File: src/rtl/digit_scan_if.sv
// digit_scan_if: display scan bus between a scan driver (master) and a
// receiver that reads the displayed value back (slave).
//   anode_in    : active-low one-hot digit select, bit k low selects digit k
//   digit_in    : digit bus, [3:0] nibble, [6:4] must be zero
//   value_out   : last complete frame {d3,d2,d1,d0}
//   value_valid : one-cycle pulse when value_out updates
//   seq_err     : one-cycle pulse on an anode order violation
//   fmt_err     : one-cycle pulse on a sampled digit with [6:4] != 0
//   stale       : level, link timed out, cleared by the next value_valid
`timescale 1ns/1ps
interface digit_scan_if;
    logic [3:0]  anode_in;
    logic [6:0]  digit_in;
    logic [15:0] value_out;
    logic        value_valid;
    logic        seq_err;
    logic        fmt_err;
    logic        stale;

    modport master (
        output anode_in, digit_in,
        input  value_out, value_valid, seq_err, fmt_err, stale
    );

    modport slave (
        input  anode_in, digit_in,
        output value_out, value_valid, seq_err, fmt_err, stale
    );
endinterface

File: src/rtl/digit_scan_receiver.sv
// digit_scan_receiver: reconstructs the 16-bit hex value carried on a
// time-multiplexed four-digit display bus. Each digit is sampled once per
// dwell after the anode has been stable for SETTLE cycles, the scan order
// 0,3,2,1 is checked, and every complete frame is published with a
// one-cycle valid pulse.
// Ports:
//   clk   : system clock, rising edge
//   rst_n : synchronous active-low reset
//   bus   : digit_scan_if.slave (anode_in/digit_in in, results out)
// Parameters:
//   SETTLE  : stable-anode cycles before the digit bus is sampled (>= 2)
//   TIMEOUT : cycles without an anode change, while capturing, before stale
`timescale 1ns/1ps
module digit_scan_receiver #(
    parameter int SETTLE  = 4,
    parameter int TIMEOUT = 4096
) (
    input  logic         clk,
    input  logic         rst_n,
    digit_scan_if.slave  bus
);

    localparam int SW = $clog2(SETTLE + 1);
    localparam int TW = $clog2(TIMEOUT);

    localparam logic [SW-1:0] SETTLE_LAST = SW'(SETTLE - 1);
    // The settle counter saturates one above the strobe value so the
    // strobe fires exactly once per dwell.
    localparam logic [SW-1:0] SETTLE_MAX  = SW'(SETTLE);
    localparam logic [TW-1:0] IDLE_LAST   = TW'(TIMEOUT - 1);

    localparam logic [3:0] ANODE_D0 = 4'b1110;
    localparam logic [3:0] ANODE_D1 = 4'b1101;

    typedef enum logic {
        SYNC,
        CAPTURE
    } state_t;

    state_t          state_reg;
    logic [3:0]      anode_reg;
    logic [3:0]      anode_prev_reg;
    logic [6:0]      digit_reg;
    logic [SW-1:0]   settle_cnt_reg;
    logic [TW-1:0]   idle_cnt_reg;
    logic [3:0]      expect_reg;
    logic [15:0]     shadow_reg;
    logic [15:0]     value_reg;
    logic            value_valid_reg;
    logic            seq_err_reg;
    logic            fmt_err_reg;
    logic            stale_reg;

    logic            anode_change;
    logic            sample_strobe;
    logic            fmt_bad;
    logic [3:0]      anode_rot;
    logic [3:0]      slot_sel;
    logic [15:0]     shadow_ins;

    assign anode_change  = (anode_reg != anode_prev_reg);
    assign sample_strobe = !anode_change && (settle_cnt_reg == SETTLE_LAST);
    assign fmt_bad       = (digit_reg[6:4] != 3'b000);
    // The transmitter rotates right, so the next expected anode is the
    // current one rotated right.
    assign anode_rot     = {anode_reg[0], anode_reg[3:1]};

    // Shadow frame with the current nibble merged into the slot selected
    // by the registered anode. A non-one-hot anode selects no slot.
    genvar gi;
    generate
        for (gi = 0; gi < 4; gi++) begin : g_slot
            assign slot_sel[gi] = (anode_reg == ~(4'b0001 << gi));
            assign shadow_ins[gi*4 +: 4] = slot_sel[gi] ? digit_reg[3:0]
                                                        : shadow_reg[gi*4 +: 4];
        end
    endgenerate

    always_ff @(posedge clk) begin
        if (!rst_n) begin
            state_reg       <= SYNC;
            anode_reg       <= 4'hF;
            anode_prev_reg  <= 4'hF;
            digit_reg       <= '0;
            settle_cnt_reg  <= '0;
            idle_cnt_reg    <= '0;
            expect_reg      <= ANODE_D0;
            shadow_reg      <= '0;
            value_reg       <= '0;
            value_valid_reg <= 1'b0;
            seq_err_reg     <= 1'b0;
            fmt_err_reg     <= 1'b0;
            stale_reg       <= 1'b0;
        end else begin
            anode_reg      <= bus.anode_in;
            anode_prev_reg <= anode_reg;
            digit_reg      <= bus.digit_in;

            if (anode_change) begin
                settle_cnt_reg <= '0;
            end else if (settle_cnt_reg != SETTLE_MAX) begin
                settle_cnt_reg <= settle_cnt_reg + SW'(1);
            end

            value_valid_reg <= 1'b0;
            seq_err_reg     <= 1'b0;
            fmt_err_reg     <= 1'b0;

            case (state_reg)
                SYNC: begin
                    idle_cnt_reg <= '0;
                    if (sample_strobe && (anode_reg == ANODE_D0)) begin
                        if (fmt_bad) begin
                            fmt_err_reg <= 1'b1;
                        end else begin
                            // Stale slots from a discarded frame are all
                            // rewritten before the next publish.
                            shadow_reg <= shadow_ins;
                            expect_reg <= anode_rot;
                            state_reg  <= CAPTURE;
                        end
                    end
                end

                CAPTURE: begin
                    if (anode_change) begin
                        // An anode change outranks a coincident timeout.
                        idle_cnt_reg <= '0;
                        if (anode_reg != expect_reg) begin
                            seq_err_reg <= 1'b1;
                            state_reg   <= SYNC;
                        end
                    end else if (idle_cnt_reg == IDLE_LAST) begin
                        stale_reg    <= 1'b1;
                        idle_cnt_reg <= '0;
                        state_reg    <= SYNC;
                    end else begin
                        idle_cnt_reg <= idle_cnt_reg + TW'(1);
                        if (sample_strobe) begin
                            if (fmt_bad) begin
                                fmt_err_reg <= 1'b1;
                                state_reg   <= SYNC;
                            end else begin
                                shadow_reg <= shadow_ins;
                                expect_reg <= anode_rot;
                                // d1 is the last digit of the frame; stay in
                                // CAPTURE so back-to-back frames need no resync.
                                if (anode_reg == ANODE_D1) begin
                                    value_reg       <= shadow_ins;
                                    value_valid_reg <= 1'b1;
                                    stale_reg       <= 1'b0;
                                end
                            end
                        end
                    end
                end

                default: state_reg <= SYNC;
            endcase
        end
    end

    assign bus.value_out   = value_reg;
    assign bus.value_valid = value_valid_reg;
    assign bus.seq_err     = seq_err_reg;
    assign bus.fmt_err     = fmt_err_reg;
    assign bus.stale       = stale_reg;

endmodule

File: src/flat_wrapper.sv
// flat-port wrapper written by rule: the top's interface ports become plain ports
module digit_scan_receiver_flat 
#(
    parameter int SETTLE  = 4,
    parameter int TIMEOUT = 4096
)
  (clk, rst_n, bus_anode_in, bus_digit_in, bus_value_out, bus_value_valid, bus_seq_err, bus_fmt_err, bus_stale);
  digit_scan_if bus_i ();
  input  logic clk;
  input  logic rst_n;
  input wire logic [$bits(bus_i.anode_in)-1:0] bus_anode_in;
  input wire logic [$bits(bus_i.digit_in)-1:0] bus_digit_in;
  output wire logic [$bits(bus_i.value_out)-1:0] bus_value_out;
  output wire logic [$bits(bus_i.value_valid)-1:0] bus_value_valid;
  output wire logic [$bits(bus_i.seq_err)-1:0] bus_seq_err;
  output wire logic [$bits(bus_i.fmt_err)-1:0] bus_fmt_err;
  output wire logic [$bits(bus_i.stale)-1:0] bus_stale;
  assign bus_i.anode_in = bus_anode_in;
  assign bus_i.digit_in = bus_digit_in;
  assign bus_value_out = bus_i.value_out;
  assign bus_value_valid = bus_i.value_valid;
  assign bus_seq_err = bus_i.seq_err;
  assign bus_fmt_err = bus_i.fmt_err;
  assign bus_stale = bus_i.stale;
  digit_scan_receiver #(.SETTLE(SETTLE), .TIMEOUT(TIMEOUT)) u_core (.clk(clk), .rst_n(rst_n), .bus(bus_i));
endmodule
File: config.mk
export PLATFORM = sky130hd
export DESIGN_NAME = digit_scan_receiver_flat
export DESIGN_NICKNAME = d
export VERILOG_FILES = /design/src/rtl/digit_scan_if.sv /design/src/rtl/digit_scan_receiver.sv /design/src/flat_wrapper.sv
export SDC_FILE = /design/constraint.sdc
export NUM_CORES = 1
export LEC_CHECK = 0
export ABC_AREA = 1
export CAP_MARGIN = 20
export CORE_ASPECT_RATIO = 1.1
export CORE_MARGIN = 2
export CORE_UTILIZATION = 51
export CTS_CLUSTER_DIAMETER = 40
export DETAILED_ROUTE_END_ITERATION = 6
export PLACE_DENSITY = 0.85
export SLEW_MARGIN = 5
export SYNTH_ARGS = -nofsm -noshare
export SYNTH_HDL_FRONTEND = slang
export SYNTH_SLANG_ARGS = --single-unit
export TNS_END_PERCENT = 100
File: constraint.sdc
create_clock -name clk -period 1.5 [get_ports clk]
set_input_delay 0.3 -clock clk [delete_from_list [all_inputs] [get_ports clk]]
set_output_delay 0.3 -clock clk [all_outputs]
set_load 0.03 [all_outputs]
; ---- Word-level counts from Yosys, hierarchy flattened
; Cells that the tools add are included.
[op_classes]
addsub = 2
n_eq_ne = 14
n_mux = 38
bitwise_logic = 6
n_reduce_logical = 12
[op_table]
columns = operator, count
row1 = $mux W16, 5
row2 = $mux W4, 9
row3 = $pmux W16 S2, 1
row4 = $mux W12, 2
row5 = $pmux W12 S2, 1
row6 = $mux W1, 17
row7 = $add A12 B1 Y12 const B, 1
row8 = $eq A12 B12 Y1 const B, 1
row9 = $eq A4 B4 Y1 const B, 3
row10 = $ne A2 B2 Y1 const B, 4
row11 = $ne A4 B4 Y1, 2
row12 = $pmux W4 S2, 1
row13 = $not A1 Y1, 6
row14 = $reduce_and A6 Y1, 1
row15 = $reduce_or A6 Y1, 1
row16 = $reduce_and A5 Y1, 1
row17 = $eq A4 B3 Y1 const B, 1
row18 = $pmux W1 S2, 2
row19 = $reduce_and A4 Y1, 1
row20 = $reduce_bool A2 Y1, 2
row21 = $add A3 B1 Y3 const B, 1
row22 = $eq A3 B2 Y1 const B, 1
row23 = $ne A3 B3 Y1 const B, 1
row24 = $reduce_and A3 Y1, 1
row25 = 5 further kinds, 6
[totals]
reg_bits = 71
in_bits = 13
output_inout_bits = 20
wordCells = 85

; ---- Depth between registers and ports, before layout
; Gate-level depths: netlist (run 1).
[logic_depth]
depth_word = 7
ltp_mapped = 11
ltp_nobuf = 10

; ---- Worst setup path before layout (run 1)
; No wires, ideal clock.
[synth_path]
path_kind = register -> register
from = reg u_core.idle_cnt_reg[0]
to = reg u_core.shadow_reg[6]
setup_time_ps = 115
arrival_time_ps = 1552
required_ps = 1385
slack_ps = -167
path_stages_with_launch = 11
path_buffers = 2
period_less_slack_ps = 1667
cell_sequence = dfxtp_1 ha_1 nand3_1 nor2_2 nand3_2 nor2_1 nor2_1 buf_6 buf_6 a21oi_1 nor2_1
[synth_between]
elab_chain_len = 3
[synth_rtl]
columns = element, line_no
row1 = from (decl), digit_scan_receiver.sv:45  ; logic [TW-1:0] idle_cnt_reg;
row2 = from (signal assigned), digit_scan_receiver.sv:138  ; idle_cnt_reg <= idle_cnt_reg + TW'(1);
row3 = $eq A12 B12 Y1, digit_scan_receiver.sv:133  ; end else if (idle_cnt_reg == IDLE_LAST) begin
row4 = $ne A2 B2 Y1 (no source line), --
row5 = $reduce_and A4 Y1 (no source line), --
row6 = to (signal assigned), digit_scan_receiver.sv:118  ; shadow_reg <= shadow_ins;
row7 = to (signal assigned), digit_scan_receiver.sv:144  ; shadow_reg <= shadow_ins;
row8 = to (decl), digit_scan_receiver.sv:47  ; logic [15:0] shadow_reg;
; Every way passes these cells.
; A chain may end at the register's enable or synchronous reset.

; ---- Final worst setup path (run 1)
[layout_path]
from = reg u_core.anode_reg[0]
to = reg u_core.shadow_reg[6]
[layout_between]
elab_chain_len = 7
elab_cells_between_ends = 17
cone_classes = eq/ne (6) / mux (7) / reduce/logical (4)
[layout_rtl]
columns = element, line_no
row1 = from (decl), digit_scan_receiver.sv:41  ; logic [3:0] anode_reg;
row2 = from (signal assigned), digit_scan_receiver.sv:95  ; anode_reg <= bus.anode_in;
row3 = $eq A4 B4 Y1, digit_scan_receiver.sv:73  ; assign slot_sel[gi] = (anode_reg == ~(4'b0001 << gi));
row4 = $mux W4, digit_scan_receiver.sv:74  ; assign shadow_ins[gi*4 +: 4] = slot_sel[gi] ? digit_reg[3:0]
row5 = $mux W16, "digit_scan_receiver.sv:113, digit_scan_receiver.sv:140"
row6 = $mux W16, digit_scan_receiver.sv:139  ; if (sample_strobe) begin
row7 = $mux W16, digit_scan_receiver.sv:133
row8 = $mux W16, digit_scan_receiver.sv:126  ; if (anode_change) begin
row9 = $pmux W16 S2, digit_scan_receiver.sv:109  ; case (state_reg)
; Several ways; a longest one is shown, not always the timed one. The select of a mux whose other input is x is not followed.

==> results.cfg, run 1 <==
[die]
boundaryPins = 33
die-area_sq_um = 7100
die_x_um = 80.5
die_h_um = 88.2
row_count = 30
start_util_pct = 53.1
core-area_sq_um = 6190

[timing]
min_period_ps = 1700
final.setup.tns_ps = -5120
worst_slew_pin_slew_ps = 360
setup_viol = 47
final.period_utilization_pct = 113
timing.final.ws_setup_ps = -202
slew-limit-headroom_pct = 75.8
fmax_mhz = 587
worst_hold_slack_ps = 462
hold_viol = 0
skew_ps = 10.0
drv_slew = 0
rsz0062_at_grt = true

[grt]
grt_start_max_net_pins = 26
grt_pass1_wl_um = 16400
grt_overflow = 0
grt_pass1_vias = 3423
grt_usage_pct = 30.8
antenna_found_initial = 0

[power_and_ir_drop]
p_per_area_nw_per_um2 = 773
ir_drop_mv = 0.772
p_leak_nw = 1.96

[run_status]
violations = setup timing
status = finished, violations left

[min_path]
worst_hold_path_type = input port to register

[synth]
ys_seq_elements = 71
ys.flop_type = dfxtp_1
synthXorXnorAreaFrac_pct = 3.47
synth_edf_count = 0
syn_nets = 457
synth_cell_types = 27
synthMuxAreaShare_pct = 0
synth_fa_ha_area_share_pct = 1.52
syn-cell-area_sq_um = 3290
avgSynthCellArea_sq_um = 7.47
yosysSeqAreaShare_pct = 43.3
synthCells = 440
yosys_warnings = 0
synthSimpleGateAreaFrac_pct = 29.4
ys_async_sr_fraction_pct = 0
synth_top_family_by_area = simple AND/OR/NAND/NOR gates
synth_compound_area_share_pct = 10.5

[cts]
cts_buffers = 9
cts_tree = yes
ctsLongestPathBuffers = 2
cts_root_buffer = clkbuf_8
clk_latency_ps = 360
htree_levels = 3
clock-sinks = 71
clk_pin_slew_ps = 80
cts_hold_buf = 0

[placed_design]
place_congestion = 0.825
pre_cts_ws_ps = -129
hpwl_um = 5250
portBuffers = 32

[layout]
fin_util_pct = 76.5
fin_nets = 533
drive_above_1_share_pct = 37.5
final_common_cell = nand2_1
antennaDiodeCount = 0
area.growth.synth_to_final_pct = 44.1
final_cell_mix = 84 x nand2_1, 63 x dfxtp_1, 55 x inv_1, 33 x buf_4, 31 x nand3_2

[critical_path]
cp_data_required_time_ps = 1760
cp-end-kind = register
cp-start-kind = register
crit_type = register to register
crit_arrival_ps = 1960
worstPathMaxFanout = 7

[routing]
ant_nets = 0
wl_um = 11600
wl_per_cell_um = 19.5
vias = 3574
drt_iter0_drc = 360
vias_per_cell = 5.98
drc = 0
dr.pass1.iters = 6

[run]
maxCapViolations = 0
## stage by stage
step	cell area (sq um)	instances	total power (W)
after floorplan	3370	440	0.00216
after global placement	4000	569	0.00226
after detailed placement	4000	569	0.00227
after CTS	4500	596	0.00354
after global routing	4740	598	0.00375
final	4740	598	0.00366
## path summary, 6_finish.rpt
path | startpoint | to | slack [ps] | cells after the start
hold reg to reg | u_core.bus.value_out[3] | u_core.bus.value_out[3] | 460 | 2
hold / removal | bus_digit_in[6] | u_core.digit_reg[6] | 460 | 3
setup reg to reg | u_core.anode_reg[0] | u_core.shadow_reg[6] | -200 | 11
setup / recovery | u_core.anode_reg[0] | u_core.shadow_reg[6] | -200 | 11
## logic make-up (layout without fill, tap and decap cells)
kind of cell               Yosys count  after routing
and+or+nand+nor                    214            215
buffers and inverters               82            159
DFF                                 71             71
AOI/OAI and AO/OA                   56             56
xor gates and xnor gates            13             13
adders and majority gates            4              4
## critical path, stage by stage (launching register included)
cell and delay (ps):
dfxtp_4 380, inv_6 50, nand2_4 60, nand2_4 60, nor2_4 140, nand3_4 100, a21oi_4 270, buf_6 180
buf_16 140, nand3_2 70, nand2_1 90, nor2_1 50
## cell type report
type                       count  area [sq um]
tap                           80           100
inverter                      62           238
timing repair buffer          84           885
clock inverter                 2          10.0
sequential                    71          1440
fill                         348          1460
clock buffer                  11           141
multi-input combinational    288          1920
## per-layer routing
layer  wire [um]  vias up  share of wire (%)  GRT usage, %
li1            -     1535                  -             -
met1        4030     1637                 35          33.3
met2        5700      300                 49          52.9
met3        1160      102                 10          7.22
met4         755        0                6.5          21.7
met5           0        -                  0             0
## cells in the mapped netlist (2+ instances only)
cell type	instances	area, sq um
a21oi_1	23	115
buf_2	3	15.0
clkbuf_1	6	22.5
or2_2	6	37.5
buf_6	8	90.1
a21oi_2	17	149
nor2_4	4	45.0
nand3_2	2	20.0
xnor2_1	5	43.8
nand4_1	3	18.8
nand2_1	102	383
dfxtp_1	71	1420
nor3_1	5	25.0
inv_1	58	218
ha_1	4	50.1
nand3_1	51	255
buf_4	2	15.0
xor2_1	8	70.1
nor2_1	36	135
o21ai_0	16	80.1
inv_2	4	15.0
## where the power goes
group          switching (W)  total [W]  internal, W
clock network       0.000710    0.00132     0.000613
registers          0.0000240    0.00193      0.00190
logic               0.000252   0.000407     0.000156
## what timing repair did
item,4_1_cts,5_1_grt
resized for setup,74,64
cloned,4,1
pin swaps,30,26
setup endpoints to repair,61,54
setup buffers,10,4
No activity file was read; power rests on OpenSTA's default activity.
==> inputs of run 2 (changes only) <==
CORE_UTILIZATION = 45   (was 51)
PLACE_DENSITY = 0.77   (was 0.85)
SLEW_MARGIN = default   (was 5)
==> run 2 against run 1 <==
The flow still finishes with violations (setup timing). Sequential share of layout area down 0.33 points. Non-clock buffer count up 12. Hold slack better by 2.8 ps. Clock skew about the same. Sequential cell count unchanged. Design area up 1.0%. Total power up 3.3%. Core utilization down 8.6 points. Clock-buffer cell count down 1. Routed wire length down 19%. Largest cell class unchanged. Highest routed layer unchanged.
==> results.cfg, run 2 (synthesized netlist as in run 1, its figures left out) <==
[run_status]
status = finished, violations left
violations = setup timing

[power_and_ir_drop]
p_leak_nw = 2.05
pwr-share-seq_pct = 51.0
ir_drop_mv = 0.585
total_power_w = 0.00378
power_frac_comb_pct = 10.4
power_frac_clock_pct = 38.6
internal_power_w = 0.00281
p_per_area_nw_per_um2 = 790
p_switching_w = 0.000964
switching_share_pct = 25.5

[layout]
post-route-cell-area_sq_um = 4780
multi_input_area_sq_um = 1840
antennaDiodeCount = 0
register_area_sq_um = 1440
finalNonFillerCells = 616
final_common_cell = nand2_1
drive_above_1_share_pct = 37.1
area.growth.synth_to_final_pct = 45.6
fin_nets = 544
nFillCells = 483
final_cell_mix = 81 x nand2_1, 60 x dfxtp_1, 56 x inv_1, 40 x buf_4, 34 x nor2_1

[timing]
skew_ps = 9.88
min_period_ps = 1680
timing.final.ws_setup_ps = -181
drv_slew = 0
setup_viol = 52
rsz0062_at_grt = true
worst_slew_pin_slew_ps = 344
fmax_mhz = 595
slew-limit-headroom_pct = 77.0
final.period_utilization_pct = 112
hold_viol = 0

[critical_path]
max_stage_delay_ps = 350
r2r_setup_slack_ps = -180
critPathBufInv = 4
cp_common_cell = nor2_4
crit_type = register to register
crit_arrival_ps = 1960
cp-start-kind = register
crit_family = simple AND/OR/NAND/NOR gates
slowest_stage = dfxtp_1
crit_chain = inv_1, nand2_1, nand2_2, nor2_4, nand3_4, buf_6, nor2_4, buf_12, clkbuf_16, nand3_1, a21oi_1
cp_data_required_time_ps = 1780
cp-end-kind = register
worstPathMaxFanout = 7

[die]
die_x_um = 85.5
boundaryPins = 33
die_h_um = 93.6
die-area_sq_um = 8000
core-area_sq_um = 7050
start_util_pct = 46.6
row_count = 32

[cts]
clk_pin_slew_ps = 80
ctsLongestPathBuffers = 2
clock-sinks = 71
cts_tree = yes
htree_levels = 3
cts_root_buffer = clkbuf_8
cts_buffers = 9
cts_hold_buf = 0
clk_latency_ps = 360

[grt]
grt_overflow = 0
grt_pass1_wl_um = 13300
grt_pass1_vias = 3014
antenna_found_initial = 0
grt_usage_pct = 20.8
grt_start_max_net_pins = 25

[routing]
wl_um = 9460
drc = 0
drt_iter0_drc = 205
vias_per_cell = 5.19
dr.pass1.iters = 4
ant_nets = 0
vias = 3197
wl_per_cell_um = 15.4

[placed_design]
placed_cell_area_sq_um = 4030
pre_cts_ws_ps = -91.1
portBuffers = 32
hpwl_um = 5230
dp_cells = 576
place_congestion = 0.860

[run]
maxCapViolations = 0

[min_path]
worst_hold_path_type = register to register
-- run 2: cell types whose count changed in the layout (fill, tap and decap cells not counted), sizes merged --
| cell | delta |
|---|---|
| bufinv | +1 |
| clkinv | +2 |
| inv | -1 |
| clkinvlp | +1 |
| buf | +11 |
| nand2 | -1 |
-- run 2: layer usage --
layer | GRT usage (%) | share of wire [%]
met5 | 0 | 0
met4 | 8.73 | 3.9
met3 | 5.65 | 4.9
met2 | 36.4 | 53
met1 | 23.8 | 38
-- run 2: metrics by stage --
stage	setup TNS [ps]	hold slack, ps	utilization [%]
final	-5680	465	67.9
after floorplan	-360	398	-
after global placement	-269	452	57.1
after CTS	-645	456	62.7
after detailed placement	-1310	456	57.1
after global routing	-10440	477	67.9
-- run 2: cell type report --
class	instances	share of cell area, %
Clock buffer	10	2.67
Clock inverter	5	1.05
Inverter	62	5.00
Multi-Input combinational cell	287	38.4
Sequential cell	71	30.1
Tap cell	85	2.22
Timing Repair Buffer	96	20.5
-- run 2: path summary, 6_finish.rpt --
kind                                 start                      end  cells past startpoint
hold / removal     u_core.bus.value_out[2]  u_core.bus.value_out[2]                      2
setup reg to reg  u_core.anode_prev_reg[2]  u_core.bus.value_out[4]                     11
setup / recovery  u_core.anode_prev_reg[2]  u_core.bus.value_out[4]                     11
hold reg to reg    u_core.bus.value_out[2]  u_core.bus.value_out[2]                      2
-- run 2: power by group through the flow --
stage / Sequential [W] / Combinational, W / Clock (W)
after floorplan: 0.00196 / 0.000195 / 0
after global placement: 0.00197 / 0.000296 / 0
after detailed placement: 0.00197 / 0.000305 / 0
after CTS: 0.00192 / 0.000328 / 0.00147
after global routing: 0.00193 / 0.000422 / 0.00155
final: 0.00193 / 0.000392 / 0.00146
-- run 2: timing repair --
item | in CTS | in global routing
setup buffers | 11 | 11
endpoints found under the setup margin | 53 | 54
pin swaps | 7 | 37
gates resized for setup | 57 | 72
gates cloned | 3 | 2
-- run 2: tightest hold or removal path, delay by kind of cell (launching register included) --
kind / cells / cell delay, ps
AO/OA/AOI/OAI: 1 / 50
AND/OR/NAND/NOR: 1 / 60
flip-flops: 1 / 310
